**config.mk**
```make
export PLATFORM = sky130hd
export DESIGN_NAME = fp_addsub_pipe_flat
export DESIGN_NICKNAME = d
export VERILOG_FILES = /design/src/rtl/fp_addsub_pkg.sv /design/src/rtl/fp_addsub_if.sv /design/src/rtl/fp_delay_line.sv /design/src/rtl/fp_addsub_pipe.sv /design/src/flat_wrapper.sv
export SDC_FILE = /design/constraint.sdc
export NUM_CORES = 1
export LEC_CHECK = 0
export ABC_AREA = 0
export CAP_MARGIN = 20
export CELL_PAD_IN_SITES_DETAIL_PLACEMENT = 0
export CELL_PAD_IN_SITES_GLOBAL_PLACEMENT = 1
export CORE_MARGIN = 2
export CORE_UTILIZATION = 53
export DETAILED_ROUTE_END_ITERATION = 6
export GPL_TIMING_DRIVEN = 1
export HOLD_SLACK_MARGIN = 0.06
export PLACE_DENSITY = 0.95
export SYNTH_ARGS = -nofsm -noshare
export SYNTH_HDL_FRONTEND = slang
export SYNTH_SLANG_ARGS = --single-unit
```
**constraint.sdc**
```tcl
create_clock -name clock -period 46.5 [get_ports clock]
set_input_delay 4.65 -clock clock [delete_from_list [all_inputs] [get_ports clock]]
set_output_delay 4.65 -clock clock [all_outputs]
set_load 0.005 [all_outputs]
```
**src/rtl/fp_addsub_pkg.sv**
```systemverilog
`default_nettype none
// ============================================================================
// Module   : fp_addsub_pkg
// Purpose  : Shared types, constants and helper functions for fp_addsub_pipe.
// Revision : 1.0 - initial release
// ============================================================================
package fp_addsub_pkg;

    localparam int GRS_W          = 3;
    localparam int FLAG_INVALID   = 3;
    localparam int FLAG_OVERFLOW  = 2;
    localparam int FLAG_UNDERFLOW = 1;
    localparam int FLAG_INEXACT   = 0;

    typedef enum logic [1:0] {NORMAL, ZERO, INF, NAN} fp_class_e;

    function automatic int word_w(input int e, input int m);
        return 1 + e + m;
    endfunction

    // Canonical quiet NaN, right-aligned in a 64-bit container.
    function automatic logic [63:0] qnan_bits(input int e, input int m);
        logic [63:0] v;
        v = '0;
        for (int i = 0; i < e; i++) v[m+i] = 1'b1;
        v[m-1] = 1'b1;
        return v;
    endfunction

    // Leading zeros of the low w bits of v.
    function automatic int lzc(input logic [63:0] v, input int w);
        int   n;
        logic done;
        n    = 0;
        done = 1'b0;
        for (int i = 63; i >= 0; i--) begin
            if (i < w && !done) begin
                if (v[i]) done = 1'b1;
                else      n    = n + 1;
            end
        end
        return n;
    endfunction

endpackage
`default_nettype wire

```
**src/rtl/fp_addsub_if.sv**
```systemverilog
`default_nettype none
// ============================================================================
// Module   : fp_addsub_if
// Purpose  : Operand/result bundle for fp_addsub_pipe (flags under FP_ADDSUB_FLAGS_EN).
// Revision : 1.0 - initial release
// ============================================================================
interface fp_addsub_if #(
    parameter int EXP_W = 8,
    parameter int MAN_W = 23
);
    localparam int W = fp_addsub_pkg::word_w(EXP_W, MAN_W);

    logic         valid_in;
    logic         sub_in;
    logic [W-1:0] a_in;
    logic [W-1:0] b_in;
    logic         valid_out;
    logic [W-1:0] sum_out;
`ifdef FP_ADDSUB_FLAGS_EN
    logic [3:0]   flags_out;

    modport master (output valid_in, sub_in, a_in, b_in, input valid_out, sum_out, flags_out);
    modport slave  (input valid_in, sub_in, a_in, b_in, output valid_out, sum_out, flags_out);
`else
    modport master (output valid_in, sub_in, a_in, b_in, input valid_out, sum_out);
    modport slave  (input valid_in, sub_in, a_in, b_in, output valid_out, sum_out);
`endif
endinterface
`default_nettype wire

```
**src/rtl/fp_delay_line.sv**
```systemverilog
`default_nettype none
// ============================================================================
// Module   : fp_delay_line
// Purpose  : DEPTH-stage async-reset register chain used to balance latency.
// Revision : 1.0 - initial release
// ============================================================================
module fp_delay_line #(
    parameter int WIDTH = 8,
    parameter int DEPTH = 1
) (
    input  wire logic             clock,
    input  wire logic             reset,
    input  wire logic [WIDTH-1:0] i_d,
    output logic      [WIDTH-1:0] o_q
);
    logic [WIDTH-1:0] r_stage [DEPTH];

    always_ff @(posedge clock or posedge reset) begin
        if (reset) begin
            for (int i = 0; i < DEPTH; i++) r_stage[i] <= '0;
        end else begin
            r_stage[0] <= i_d;
            for (int i = 1; i < DEPTH; i++) r_stage[i] <= r_stage[i-1];
        end
    end

    assign o_q = r_stage[DEPTH-1];
endmodule
`default_nettype wire

```
**src/rtl/fp_addsub_pipe.sv**
```systemverilog
`default_nettype none
// ============================================================================
// Module   : fp_addsub_pipe
// Purpose  : 5-stage pipelined FP add/sub, RNE, FTZ, plus EXTRA_DELAY output
//            stages. Define FP_ADDSUB_FLAGS_EN to add flags_out.
// Revision : 1.0 - initial release
// ============================================================================
module fp_addsub_pipe
    import fp_addsub_pkg::*;
#(
    parameter int EXP_W       = 8,
    parameter int MAN_W       = 23,
    parameter int EXTRA_DELAY = 3
) (
    input  wire logic  clock,
    input  wire logic  reset,
    fp_addsub_if.slave bus
);
    localparam int                c_W      = word_w(EXP_W, MAN_W);
    localparam int                c_SW     = MAN_W + 1 + GRS_W;
    localparam int                c_XW     = EXP_W + 2;
    localparam logic [63:0]       c_QNAN64 = qnan_bits(EXP_W, MAN_W);
    localparam logic [c_W-1:0]    c_QNAN   = c_QNAN64[c_W-1:0];
    localparam logic [EXP_W:0]    c_SHMAX  = (EXP_W+1)'(MAN_W + 3);

    function automatic fp_class_e classify(input logic [EXP_W-1:0] e, input logic [MAN_W-1:0] f);
        if (e == '1)      return (f != '0) ? NAN : INF;
        else if (e == '0) return ZERO;
        else              return NORMAL;
    endfunction

    // ---------------- S1: unpack, specials, swap ----------------
    logic               w_sa, w_sb, w_b_big;
    logic [EXP_W-1:0]   w_ea, w_eb;
    logic [MAN_W-1:0]   w_fa, w_fb;
    fp_class_e          w_ca, w_cb;
    logic               w1_idle;
    logic [c_W-1:0]     w1_spec;

    assign w_sa    = bus.a_in[c_W-1];
    assign w_sb    = bus.b_in[c_W-1] ^ bus.sub_in;
    assign w_ea    = bus.a_in[c_W-2:MAN_W];
    assign w_eb    = bus.b_in[c_W-2:MAN_W];
    assign w_fa    = bus.a_in[MAN_W-1:0];
    assign w_fb    = bus.b_in[MAN_W-1:0];
    assign w_ca    = classify(w_ea, w_fa);
    assign w_cb    = classify(w_eb, w_fb);
    assign w_b_big = {w_eb, w_fb} > {w_ea, w_fa};

    always_comb begin
        w1_idle = 1'b1;
        w1_spec = c_QNAN;
        if (w_ca == NAN || w_cb == NAN) begin
            w1_spec = c_QNAN;
        end else if (w_ca == INF && w_cb == INF) begin
            if (w_sa == w_sb) w1_spec = {w_sa, w_ea, w_fa};
        end else if (w_ca == INF)  w1_spec = {w_sa, w_ea, w_fa};
        else if (w_cb == INF)      w1_spec = {w_sb, w_eb, w_fb};
        else if (w_ca == ZERO && w_cb == ZERO) w1_spec = {w_sa & w_sb, {(c_W-1){1'b0}}};
        else if (w_ca == ZERO)     w1_spec = {w_sb, w_eb, w_fb};
        else if (w_cb == ZERO)     w1_spec = {w_sa, w_ea, w_fa};
        else                       w1_idle = 1'b0;
    end

    // ---------------- S2..S5 combinational ----------------
    logic [EXP_W:0]     w2_sh;
    logic [c_SW-1:0]    w2_ext, w2_shf, w2_lost;
    logic [c_SW:0]      w3_sum;
    logic               w4_idle, w4_uf;
    logic [c_W-1:0]     w4_spec;
    logic [c_SW-1:0]    w4_man;
    logic [EXP_W:0]     w4_exp;
    logic signed [c_XW-1:0] w4_xexp;
    int                 w4_lz;
    logic               w5_up, w5_of;
    logic [MAN_W+1:0]   w5_rnd;
    logic [EXP_W:0]     w5_exp;
    logic [MAN_W-1:0]   w5_frac;
    logic [c_W-1:0]     w5_sum;

    logic               r1_valid, r1_idle, r1_sign, r1_sub;
    logic [c_W-1:0]     r1_spec;
    logic [EXP_W-1:0]   r1_exp;
    logic [MAN_W:0]     r1_manl, r1_mans;
    logic [EXP_W:0]     r1_diff;
    logic               r2_valid, r2_idle, r2_sign, r2_sub;
    logic [c_W-1:0]     r2_spec;
    logic [EXP_W-1:0]   r2_exp;
    logic [c_SW-1:0]    r2_manl, r2_mans;
    logic               r3_valid, r3_idle, r3_sign;
    logic [c_W-1:0]     r3_spec;
    logic [EXP_W-1:0]   r3_exp;
    logic [c_SW:0]      r3_sum;
    logic               r4_valid, r4_idle, r4_sign;
    logic [c_W-1:0]     r4_spec;
    logic [EXP_W:0]     r4_exp;
    logic [c_SW-1:0]    r4_man;
    logic               r5_valid;
    logic [c_W-1:0]     r5_sum;

    // Bits shifted past the sticky position are folded into it.
    assign w2_sh   = (r1_diff > c_SHMAX) ? c_SHMAX : r1_diff;
    assign w2_ext  = {r1_mans, {GRS_W{1'b0}}};
    assign w2_shf  = w2_ext >> w2_sh;
    assign w2_lost = w2_ext & ~({c_SW{1'b1}} << w2_sh);

    assign w3_sum = r2_sub ? ({1'b0, r2_manl} - {1'b0, r2_mans})
                           : ({1'b0, r2_manl} + {1'b0, r2_mans});

    always_comb begin
        w4_idle = r3_idle;
        w4_spec = r3_spec;
        w4_uf   = 1'b0;
        w4_man  = r3_sum[c_SW-1:0];
        w4_exp  = {1'b0, r3_exp};
        w4_lz   = 0;
        w4_xexp = '0;
        if (!r3_idle) begin
            if (r3_sum[c_SW]) begin
                w4_man = {r3_sum[c_SW:2], r3_sum[1] | r3_sum[0]};
                w4_exp = {1'b0, r3_exp} + 1'b1;
            end else if (r3_sum == '0) begin
                w4_idle = 1'b1;
                w4_spec = '0;
            end else begin
                w4_lz   = lzc(64'(r3_sum[c_SW-1:0]), c_SW);
                w4_man  = r3_sum[c_SW-1:0] << w4_lz;
                w4_xexp = $signed({2'b00, r3_exp}) - $signed(c_XW'(w4_lz));
                if (w4_xexp <= 0) begin
                    w4_idle = 1'b1;
                    w4_spec = {r3_sign, {(c_W-1){1'b0}}};
                    w4_uf   = 1'b1;
                end else begin
                    w4_exp = w4_xexp[EXP_W:0];
                end
            end
        end
    end

    assign w5_up   = r4_man[2] & (r4_man[1] | r4_man[0] | r4_man[3]);
    assign w5_rnd  = {1'b0, r4_man[c_SW-1:GRS_W]} + (MAN_W+2)'(w5_up);
    assign w5_exp  = r4_exp + (EXP_W+1)'(w5_rnd[MAN_W+1]);
    assign w5_frac = w5_rnd[MAN_W+1] ? w5_rnd[MAN_W:1] : w5_rnd[MAN_W-1:0];
    assign w5_of   = !r4_idle && (w5_exp >= {1'b0, {EXP_W{1'b1}}});
    assign w5_sum  = r4_idle ? r4_spec
                   : w5_of   ? {r4_sign, {EXP_W{1'b1}}, {MAN_W{1'b0}}}
                   :           {r4_sign, w5_exp[EXP_W-1:0], w5_frac};

    always_ff @(posedge clock or posedge reset) begin
        if (reset) begin
            r1_valid <= 1'b0; r1_idle <= 1'b0; r1_sign <= 1'b0; r1_sub <= 1'b0;
            r1_spec  <= '0;   r1_exp  <= '0;   r1_manl <= '0;   r1_mans <= '0; r1_diff <= '0;
            r2_valid <= 1'b0; r2_idle <= 1'b0; r2_sign <= 1'b0; r2_sub <= 1'b0;
            r2_spec  <= '0;   r2_exp  <= '0;   r2_manl <= '0;   r2_mans <= '0;
            r3_valid <= 1'b0; r3_idle <= 1'b0; r3_sign <= 1'b0;
            r3_spec  <= '0;   r3_exp  <= '0;   r3_sum  <= '0;
            r4_valid <= 1'b0; r4_idle <= 1'b0; r4_sign <= 1'b0;
            r4_spec  <= '0;   r4_exp  <= '0;   r4_man  <= '0;
            r5_valid <= 1'b0; r5_sum  <= '0;
        end else begin
            r1_valid <= bus.valid_in;
            r1_idle  <= w1_idle;
            r1_spec  <= w1_spec;
            r1_sub   <= w_sa ^ w_sb;
            r1_sign  <= w_b_big ? w_sb : w_sa;
            r1_exp   <= w_b_big ? w_eb : w_ea;
            r1_manl  <= w_b_big ? {1'b1, w_fb} : {1'b1, w_fa};
            r1_mans  <= w_b_big ? {1'b1, w_fa} : {1'b1, w_fb};
            r1_diff  <= w_b_big ? ({1'b0, w_eb} - {1'b0, w_ea}) : ({1'b0, w_ea} - {1'b0, w_eb});

            r2_valid <= r1_valid; r2_idle <= r1_idle; r2_spec <= r1_spec;
            r2_sign  <= r1_sign;  r2_sub  <= r1_sub;  r2_exp  <= r1_exp;
            r2_manl  <= {r1_manl, {GRS_W{1'b0}}};
            r2_mans  <= {w2_shf[c_SW-1:1], w2_shf[0] | (|w2_lost)};

            r3_valid <= r2_valid; r3_idle <= r2_idle; r3_spec <= r2_spec;
            r3_sign  <= r2_sign;  r3_exp  <= r2_exp;  r3_sum  <= w3_sum;

            r4_valid <= r3_valid; r4_idle <= w4_idle; r4_spec <= w4_spec;
            r4_sign  <= r3_sign;  r4_exp  <= w4_exp;  r4_man  <= w4_man;

            r5_valid <= r4_valid;
            r5_sum   <= w5_sum;
        end
    end

`ifdef FP_ADDSUB_FLAGS_EN
    localparam int c_DW = 1 + 4 + c_W;
    logic       r4_uf;
    logic [3:0] r5_flags, w5_flags;

    always_comb begin
        w5_flags                 = '0;
        w5_flags[FLAG_INVALID]   = r4_idle && (r4_spec[c_W-2:MAN_W] == '1) && (r4_spec[MAN_W-1:0] != '0);
        w5_flags[FLAG_OVERFLOW]  = w5_of;
        w5_flags[FLAG_UNDERFLOW] = r4_uf;
        w5_flags[FLAG_INEXACT]   = (!r4_idle && (|r4_man[GRS_W-1:0])) | w5_of | r4_uf;
    end

    always_ff @(posedge clock or posedge reset) begin
        if (reset) begin
            r4_uf    <= 1'b0;
            r5_flags <= '0;
        end else begin
            r4_uf    <= w4_uf;
            r5_flags <= w5_flags;
        end
    end

    logic [c_DW-1:0] w_dly_d, w_dly_q;
    assign w_dly_d = {r5_valid, r5_flags, r5_sum};
    assign {bus.valid_out, bus.flags_out, bus.sum_out} = w_dly_q;
`else
    localparam int c_DW = 1 + c_W;
    logic unused_uf;
    assign unused_uf = w4_uf;

    logic [c_DW-1:0] w_dly_d, w_dly_q;
    assign w_dly_d = {r5_valid, r5_sum};
    assign {bus.valid_out, bus.sum_out} = w_dly_q;
`endif

    generate
        if (EXTRA_DELAY == 0) begin : g_nodly
            assign w_dly_q = w_dly_d;
        end else begin : g_dly
            fp_delay_line #(
                .WIDTH (c_DW),
                .DEPTH (EXTRA_DELAY)
            ) u_dly (
                .clock (clock),
                .reset (reset),
                .i_d   (w_dly_d),
                .o_q   (w_dly_q)
            );
        end
    endgenerate

endmodule
`default_nettype wire

```
**src/flat_wrapper.sv**
```systemverilog
// flat-port wrapper written by rule: the top's interface ports become plain ports
module fp_addsub_pipe_flat import fp_addsub_pkg::*;
#(
    parameter int EXP_W       = 8,
    parameter int MAN_W       = 23,
    parameter int EXTRA_DELAY = 3
)
  (clock, reset, bus_valid_in, bus_sub_in, bus_a_in, bus_b_in, bus_valid_out, bus_sum_out);
  fp_addsub_if #(.EXP_W(EXP_W), .MAN_W(MAN_W)) bus_i ();
  input  wire logic clock;
  input  wire logic reset;
  input wire logic [$bits(bus_i.valid_in)-1:0] bus_valid_in;
  input wire logic [$bits(bus_i.sub_in)-1:0] bus_sub_in;
  input wire logic [$bits(bus_i.a_in)-1:0] bus_a_in;
  input wire logic [$bits(bus_i.b_in)-1:0] bus_b_in;
  output wire logic [$bits(bus_i.valid_out)-1:0] bus_valid_out;
  output wire logic [$bits(bus_i.sum_out)-1:0] bus_sum_out;
  assign bus_i.valid_in = bus_valid_in;
  assign bus_i.sub_in = bus_sub_in;
  assign bus_i.a_in = bus_a_in;
  assign bus_i.b_in = bus_b_in;
  assign bus_valid_out = bus_i.valid_out;
  assign bus_sum_out = bus_i.sum_out;
  fp_addsub_pipe #(.EXP_W(EXP_W), .MAN_W(MAN_W), .EXTRA_DELAY(EXTRA_DELAY)) u_core (.clock(clock), .reset(reset), .bus(bus_i));
endmodule
```
==> results of run 1 <==
[flip-flops by register name, summed over array words and instances (netlist names), 9 cells and up]
name / flops
u_core.r1_spec: 32
u_core.r1_manl: 24
u_core.r2_mans: 27
u_core.r4_spec: 32
u_core.r1_mans: 23
u_core.r1_diff: 9
u_core.r3_sum: 28
u_core.g_dly.u_dly.o_q: 33
u_core.r4_exp: 9
u_core.r5_sum: 32
u_core.r2_manl: 24
u_core.r4_man: 27
u_core.g_dly.u_dly.r_stage: 66
u_core.r2_spec: 32
u_core.r3_spec: 32
[layer usage]
metal / GRT usage / part of all wire / vias up
met1: 0.3811 / 0.42 / 10240
met5: 0 / 0 / -
met4: 0.09614 / 0.032 / 0
li1: - / - / 9545
met3: 0.03382 / 0.053 / 149
met2: 0.5013 / 0.50 / 756
[kinds of logic after synthesis]
| logic type | after synthesis | share of synthesized area |
|---|---|---|
| AOI/OAI and AO/OA | 635 | 0.1545 |
| adders and majority gates | 131 | 0.06328 |
| DFF | 469 | 0.4456 |
| buffers and inverters | 294 | 0.04831 |
| muxes | 158 | 0.06275 |
| and+or+nand+nor | 883 | 0.1645 |
| other | 1 | 0.0001424 |
| xor gates and xnor gates | 148 | 0.06095 |
[area by class of cell]
| cell class | instances | share of cell area |
|---|---|---|
| Multi-Input combinational cell | 1956 | 0.4560 |
| Sequential cell | 469 | 0.4008 |
| Clock buffer | 70 | 0.04790 |
| Timing Repair Buffer | 125 | 0.04209 |
| Tap cell | 664 | 0.02837 |
| Inverter | 142 | 0.01846 |
| Clock inverter | 13 | 0.006367 |
[cell usage after synthesis, types with 16 or more instances]
library cell	instances	area, µm²
clkbuf_1	93	349.1
nand3_1	53	265.3
xor2_1	37	324.1
nand2_1	278	1044
a22oi_1	36	270.3
xnor2_1	86	753.2
nor3_1	65	325.3
o21a_1	17	127.6
nor2b_1	40	250.2
o21bai_1	35	262.8
nand4_1	33	206.5
and2_1	44	275.3
inv_1	139	521.8
dfrtp_1	469	11740
buf_4	37	277.8
a21oi_1	169	845.8
o21ai_0	159	795.8
ha_1	126	1577
a21o_1	25	187.7
a31oi_1	23	143.9
nor4_1	27	168.9
nand2b_1	31	193.9
nor2_1	207	777.0
mux2i_1	115	1151
o22ai_1	16	100.1
and3_1	33	206.5
mux2_2	40	450.4
o21ai_1	20	100.1
[how the worst max path moves through the flow]
stage                      startpoint                  to  slack [ns]  cells after the start
floorplan           u_core.r3_sum[25]    u_core.r4_exp[0]       28.15                    100
global placement    u_core.r3_sum[25]  u_core.r4_spec[31]       27.04                     93
detailed placement  u_core.r3_sum[25]  u_core.r4_spec[10]       26.20                     93
CTS                 u_core.r3_sum[25]  u_core.r4_spec[17]       26.03                     93
global route        u_core.r3_sum[26]  u_core.r4_spec[17]       24.63                     99
finish              u_core.r3_sum[25]  u_core.r4_spec[17]       26.03                     99
[worst max-delay path, delay by kind of cell, from the launching register on]
kind                       cells  cell delay (ns)
adders and majority gates     26             7.99
and+or+nand+nor               26             2.94
xor gates and xnor gates       2             0.35
muxes                         12             2.32
buffers and inverters          4             0.68
AOI/OAI and AO/OA             29             5.56
DFF                            1             0.50
[metrics by stage]
stage	power, mW	instances
global route	1.462	3439
CTS	1.389	3435
global placement	0.9899	3352
finish	1.387	3439
floorplan	0.8591	2719
detailed placement	1.002	3352
[where the power goes]
group | internal [mW] | switching [mW] | total [mW] | leakage (nW)
Sequential | 0.496 | 0.0805 | 0.577 | 5.76
Clock | 0.226 | 0.159 | 0.385 | 0.776
Combinational | 0.179 | 0.246 | 0.425 | 6.36
Total | 0.902 | 0.485 | 1.39 | 12.9
==> metrics.md, run 1 <==
| Metric | Value |
|---|---|
| Worst r2r src | `u_core.r3_sum[25]` |
| Post-layout min period | `20.47 ns` |
| Unrepaired setup endpoints after global routing | `no` |
| Place WS | `26.20 ns` |
| CTS resizes | `0` |
| DRC | `0` |
| Final instance area | `29280 µm²` |
| # port buffers | `100` |
| Most common cell after layout, fill and taps aside | `dfrtp_1` |
| Die area | `51490 µm²` |
| Cells on Worst Hold Path | `0` |
| Total number of vias | `20690` |
| Post-synthesis sequential area ratio | `0.4456` |
| Post-layout nets | `2939` |
| Share of cells above drive strength 1 | `0.07532` |
| CP Max Fanout | `32` |
| Grt ovf | `0` |
| Root Driver | `clkbuf_16` |
| Vias in the first global route | `20370` |
| CTS Hold Buffers Added | `0` |
| Vias per Instance | `6.016` |
| Post-synth cell types | `108` |
| Endpoints failing hold | `0` |
| CP startpoint kind | `flop` |
| Setup Fix Bufs, Post-CTS | `0` |
| Placed cell areas | `27620 µm²` |
| Req. time, crit path | `47.00 ns` |
| Outcome | `complete, no violations` |
| Syn_nets | `2917` |
| Period utilisation layout | `0.4401` |
| Peak Freq | `48.86 MHz` |
| Post-Syn Area | `26340 µm²` |
| Max_slew headroom | `0.3415` |
| Path category of the worst min-delay check | `flop to flop` |
| Top FF cell, synth | `dfrtp_1` |
| Gr usage total | `0.2904` |
| Post-DP HPWL | `54930 µm` |
| Initial DRC Count | `1786` |
| First-pass GRT wire length | `115700 µm` |
| H-tree depth | `2` |
| CTS sink count | `469` |
| Worst-Skew Late Latency | `0.60 ns` |
| Register Area | `11740 µm²` |
| Final hold slack | `0.3434 ns` |
| Post-synth EDFFs | `0` |
| Slowest-stage cell, CP | `dfrtp_1` |
| Core Box Area | `48950 µm²` |
| Largest net degree at the start of global routing | `94` |
| Synth Warn # | `0` |
| Antenna violations before repair | `1` |
| Most Frequent Cell on Critical Path | `ha_1` |
| # fillers | `4036` |
| Die Y | `226.9 µm` |
| Maximum VDD drop | `26.94 µV` |
| Syn avg cell area | `9.687 µm²` |
| Maxcap violations | `0` |
| Worst hold path endpoint | `u_core.r2_manl[9]` |
| Multi-input gate area | `13350 µm²` |
| Wire per inst | `21.58 µm` |
| LEAKAGE | `12.90 nW` |
| Row count | `81` |
| Core Util, Final | `0.5982` |
| Final Worst Setup Slack | `26.03 ns` |
| Final TNS setup | `0 ns` |
| Routability cong. | `0.9553` |
| Die width | `226.9 µm` |
| Crit. End Element | `flop` |
| Most frequent cells in the layout | `469 x dfrtp_1, 277 x nand2_1, 207 x nor2_1` |
| Clock slew at reported path FFs | `0.06 ns` |
| Skew final | `0.02778 ns` |
| CP Class | `flop to flop` |
| Total Wirelength | `74200 µm` |
| Max-slew violations | `0` |
| Critical Path AT | `20.97 ns` |
| Total CTS buffers | `47` |
| R2R Setup Slk | `26.03 ns` |
| Diodes inserted | `0` |
| Worst R2R End | `u_core.r4_spec[17]` |
| Cell count after synthesis | `2719` |
| PwrDens | `47.37 nW/µm²` |
| Slew of the pin with the lowest slew margin | `0.9877 ns` |
| Ports | `101` |
| Worst hold start | `u_core.r1_manl[6]` |
| Flops & latches, synth | `469` |
| CTS Buffer Depth | `3` |
| Async S/R FF share, synth | `1.000` |
| P&R area growth vs syn | `11.18%` |
| R2r worst-path depth | `99` |
| # setup viols final | `0` |
| Pre-Repair DR Iteration Count | `6` |
| CTS tree | `yes` |
| Initial core utilization | `0.5380` |
| Post-route ant nets | `0` |
| Crit path largest cell delay | `0.50 ns` |
No activity file was read; power rests on OpenSTA's default activity.
==> run 2, diff against run 1 <==
CORE_UTILIZATION = 44   (was 53)
PLACE_DENSITY = 0.85   (was 0.95)
clock period = 18.4 ns   (was 46.5 ns; I/O delays follow)
==> metrics.md, run 2 (synthesis gave the netlist of run 1 again) <==
| Metric | Value |
|---|---|
| Outcome | `finished, violations left` |
| Failing checks | `DRC` |
| Root Driver | `clkbuf_16` |
| Critical Path AT | `18.34 ns` |
| Clock slew at reported path FFs | `0.07 ns` |
| Wire per inst | `20.64 µm` |
| P&R area growth vs syn | `14.97%` |
| Register Area | `11740 µm²` |
| R2r worst-path depth | `97` |
| Die Y | `248.7 µm` |
| Max_slew headroom | `0.3808` |
| Crit. End Element | `flop` |
| Pre-Repair DR Iteration Count | `7` |
| Power consumption | `3.693 mW` |
| Skew final | `0.03406 ns` |
| DRC | `7` |
| PwrDens | `122.0 nW/µm²` |
| CTS Buffer Depth | `3` |
| CTS tree | `yes` |
| Max-slew violations | `0` |
| Req. time, crit path | `18.86 ns` |
| Slowest-stage cell, CP | `dfrtp_2` |
| Most common cell after layout, fill and taps aside | `dfrtp_1` |
| Total Wirelength | `74160 µm` |
| Maximum VDD drop | `85.26 µV` |
| Total CTS buffers | `47` |
| Initial DRC Count | `1850` |
| Worst R2R End | `u_core.r4_exp[0]` |
| Place WS | `-0.6147 ns` |
| CP startpoint kind | `flop` |
| Row count | `89` |
| # port buffers | `100` |
| # placed instances | `3474` |
| Final TNS setup | `0 ns` |
| R2R Setup Slk | `0.52 ns` |
| Cells on Worst Hold Path | `0` |
| Grt ovf | `0` |
| Vias per Instance | `5.767` |
| Endpoints failing hold | `0` |
| Crit path largest cell delay | `0.44 ns` |
| CP Class | `flop to flop` |
| Worst-Skew Late Latency | `0.60 ns` |
| Total number of vias | `20720` |
| Antenna violations before repair | `1` |
| Max reg flops | `66` |
| Worst hold path endpoint | `u_core.r3_idle` |
| # setup viols final | `0` |
| Worst hold start | `u_core.r2_idle` |
| Worst r2r src | `u_core.r3_sum[25]` |
| Multi-input gate area | `13720 µm²` |
| Core Util, Final | `0.5121` |
| Final hold slack | `0.3426 ns` |
| Maxcap violations | `0` |
| Path category of the worst min-delay check | `flop to flop` |
| Most frequent cells in the layout | `467 x dfrtp_1, 273 x nand2_1, 203 x nor2_1` |
| Vias in the first global route | `20650` |
| Post-route ant nets | `0` |
| Ports | `101` |
| Gr usage total | `0.2321` |
| Share of cells above drive strength 1 | `0.1092` |
| CP Max Fanout | `7` |
| Final Worst Setup Slack | `0.5225 ns` |
| Post-DP HPWL | `53810 µm` |
| Period utilisation layout | `0.9716` |
| Initial core utilization | `0.4454` |
| LEAKAGE | `13.24 nW` |
| Die width | `248.7 µm` |
| Routability cong. | `0.9624` |
| Placed cell areas | `27850 µm²` |
| Largest net degree at the start of global routing | `125` |
| Core Box Area | `59130 µm²` |
| Final instance area | `30280 µm²` |
| Die area | `61830 µm²` |
| H-tree depth | `2` |
| Slew of the pin with the lowest slew margin | `0.9277 ns` |
| Most flop-heavy register | `u_core.g_dly.u_dly.r_stage` |
| Most Frequent Cell on Critical Path | `ha_1` |
| Diodes inserted | `0` |
| CTS sink count | `469` |
| # fillers | `5147` |
| Peak Freq | `55.94 MHz` |
| Post-layout nets | `2982` |
| Post-layout min period | `17.88 ns` |
| Fin cells | `3593` |
| First-pass GRT wire length | `114700 µm` |
[run 2: cell count changes in the layout (fill, tap and decap cells not counted), moves of 7 or more]
cell     change
a21oi_1      -7
buf_4       +38
ha_1        -11
ha_4        +11
o21ai_0      -9
[run 2: power breakdown]
part / switching [mW] / internal, mW
combinational: 0.668 / 0.528
sequential: 0.199 / 1.25
clock: 0.411 / 0.633
total: 1.28 / 2.42
[run 2: worst max path at each step]
stage	start	end	slack, ns	cells past startpoint
floorplan	u_core.r3_sum[25]	u_core.r4_exp[0]	0.05	100
global placement	u_core.r3_sum[25]	u_core.r4_spec[31]	0.15	95
detailed placement	u_core.r3_sum[25]	u_core.r4_spec[12]	-0.61	95
CTS	u_core.r3_sum[25]	u_core.r4_exp[0]	0.04	95
global route	u_core.r3_sum[25]	u_core.r4_exp[7]	-0.30	97
finish	u_core.r3_sum[25]	u_core.r4_exp[0]	0.52	97
[run 2: repair_timing]
| action | CTS | global route |
|---|---|---|
| pin swaps | 1 | 54 |
| setup endpoints to repair | 42 | 69 |
| buffers inserted | 3 | 26 |
| resized for setup | 12 | 63 |
| hold buffers | 0 | 0 |
[run 2: routing by layer]
metal | share of wire | GRT usage
met1 | 0.43 | 0.3070
met2 | 0.48 | 0.3880
met4 | 0.035 | 0.08398
met3 | 0.056 | 0.03475
met5 | 0.00018 | 0
[run 2: layout make-up]
| class | instances | area share |
|---|---|---|
| sequential | 469 | 0.3877 |
| multi-input combinational | 1956 | 0.4530 |
| clock buffer | 61 | 0.04322 |
| inverter | 142 | 0.01785 |
| timing repair buffer | 168 | 0.05339 |
| tap | 773 | 0.03194 |
| clock inverter | 24 | 0.01289 |
[run 2: critical path: cells and delay by family, from the launching register on]
kind                       cells  cell delay (ns)
buffers and inverters          2             0.23
and+or+nand+nor               24             2.09
DFF                            1             0.44
adders and majority gates     26             7.25
xor gates and xnor gates       2             0.38
muxes                         12             2.26
AOI/OAI and AO/OA             31             5.12
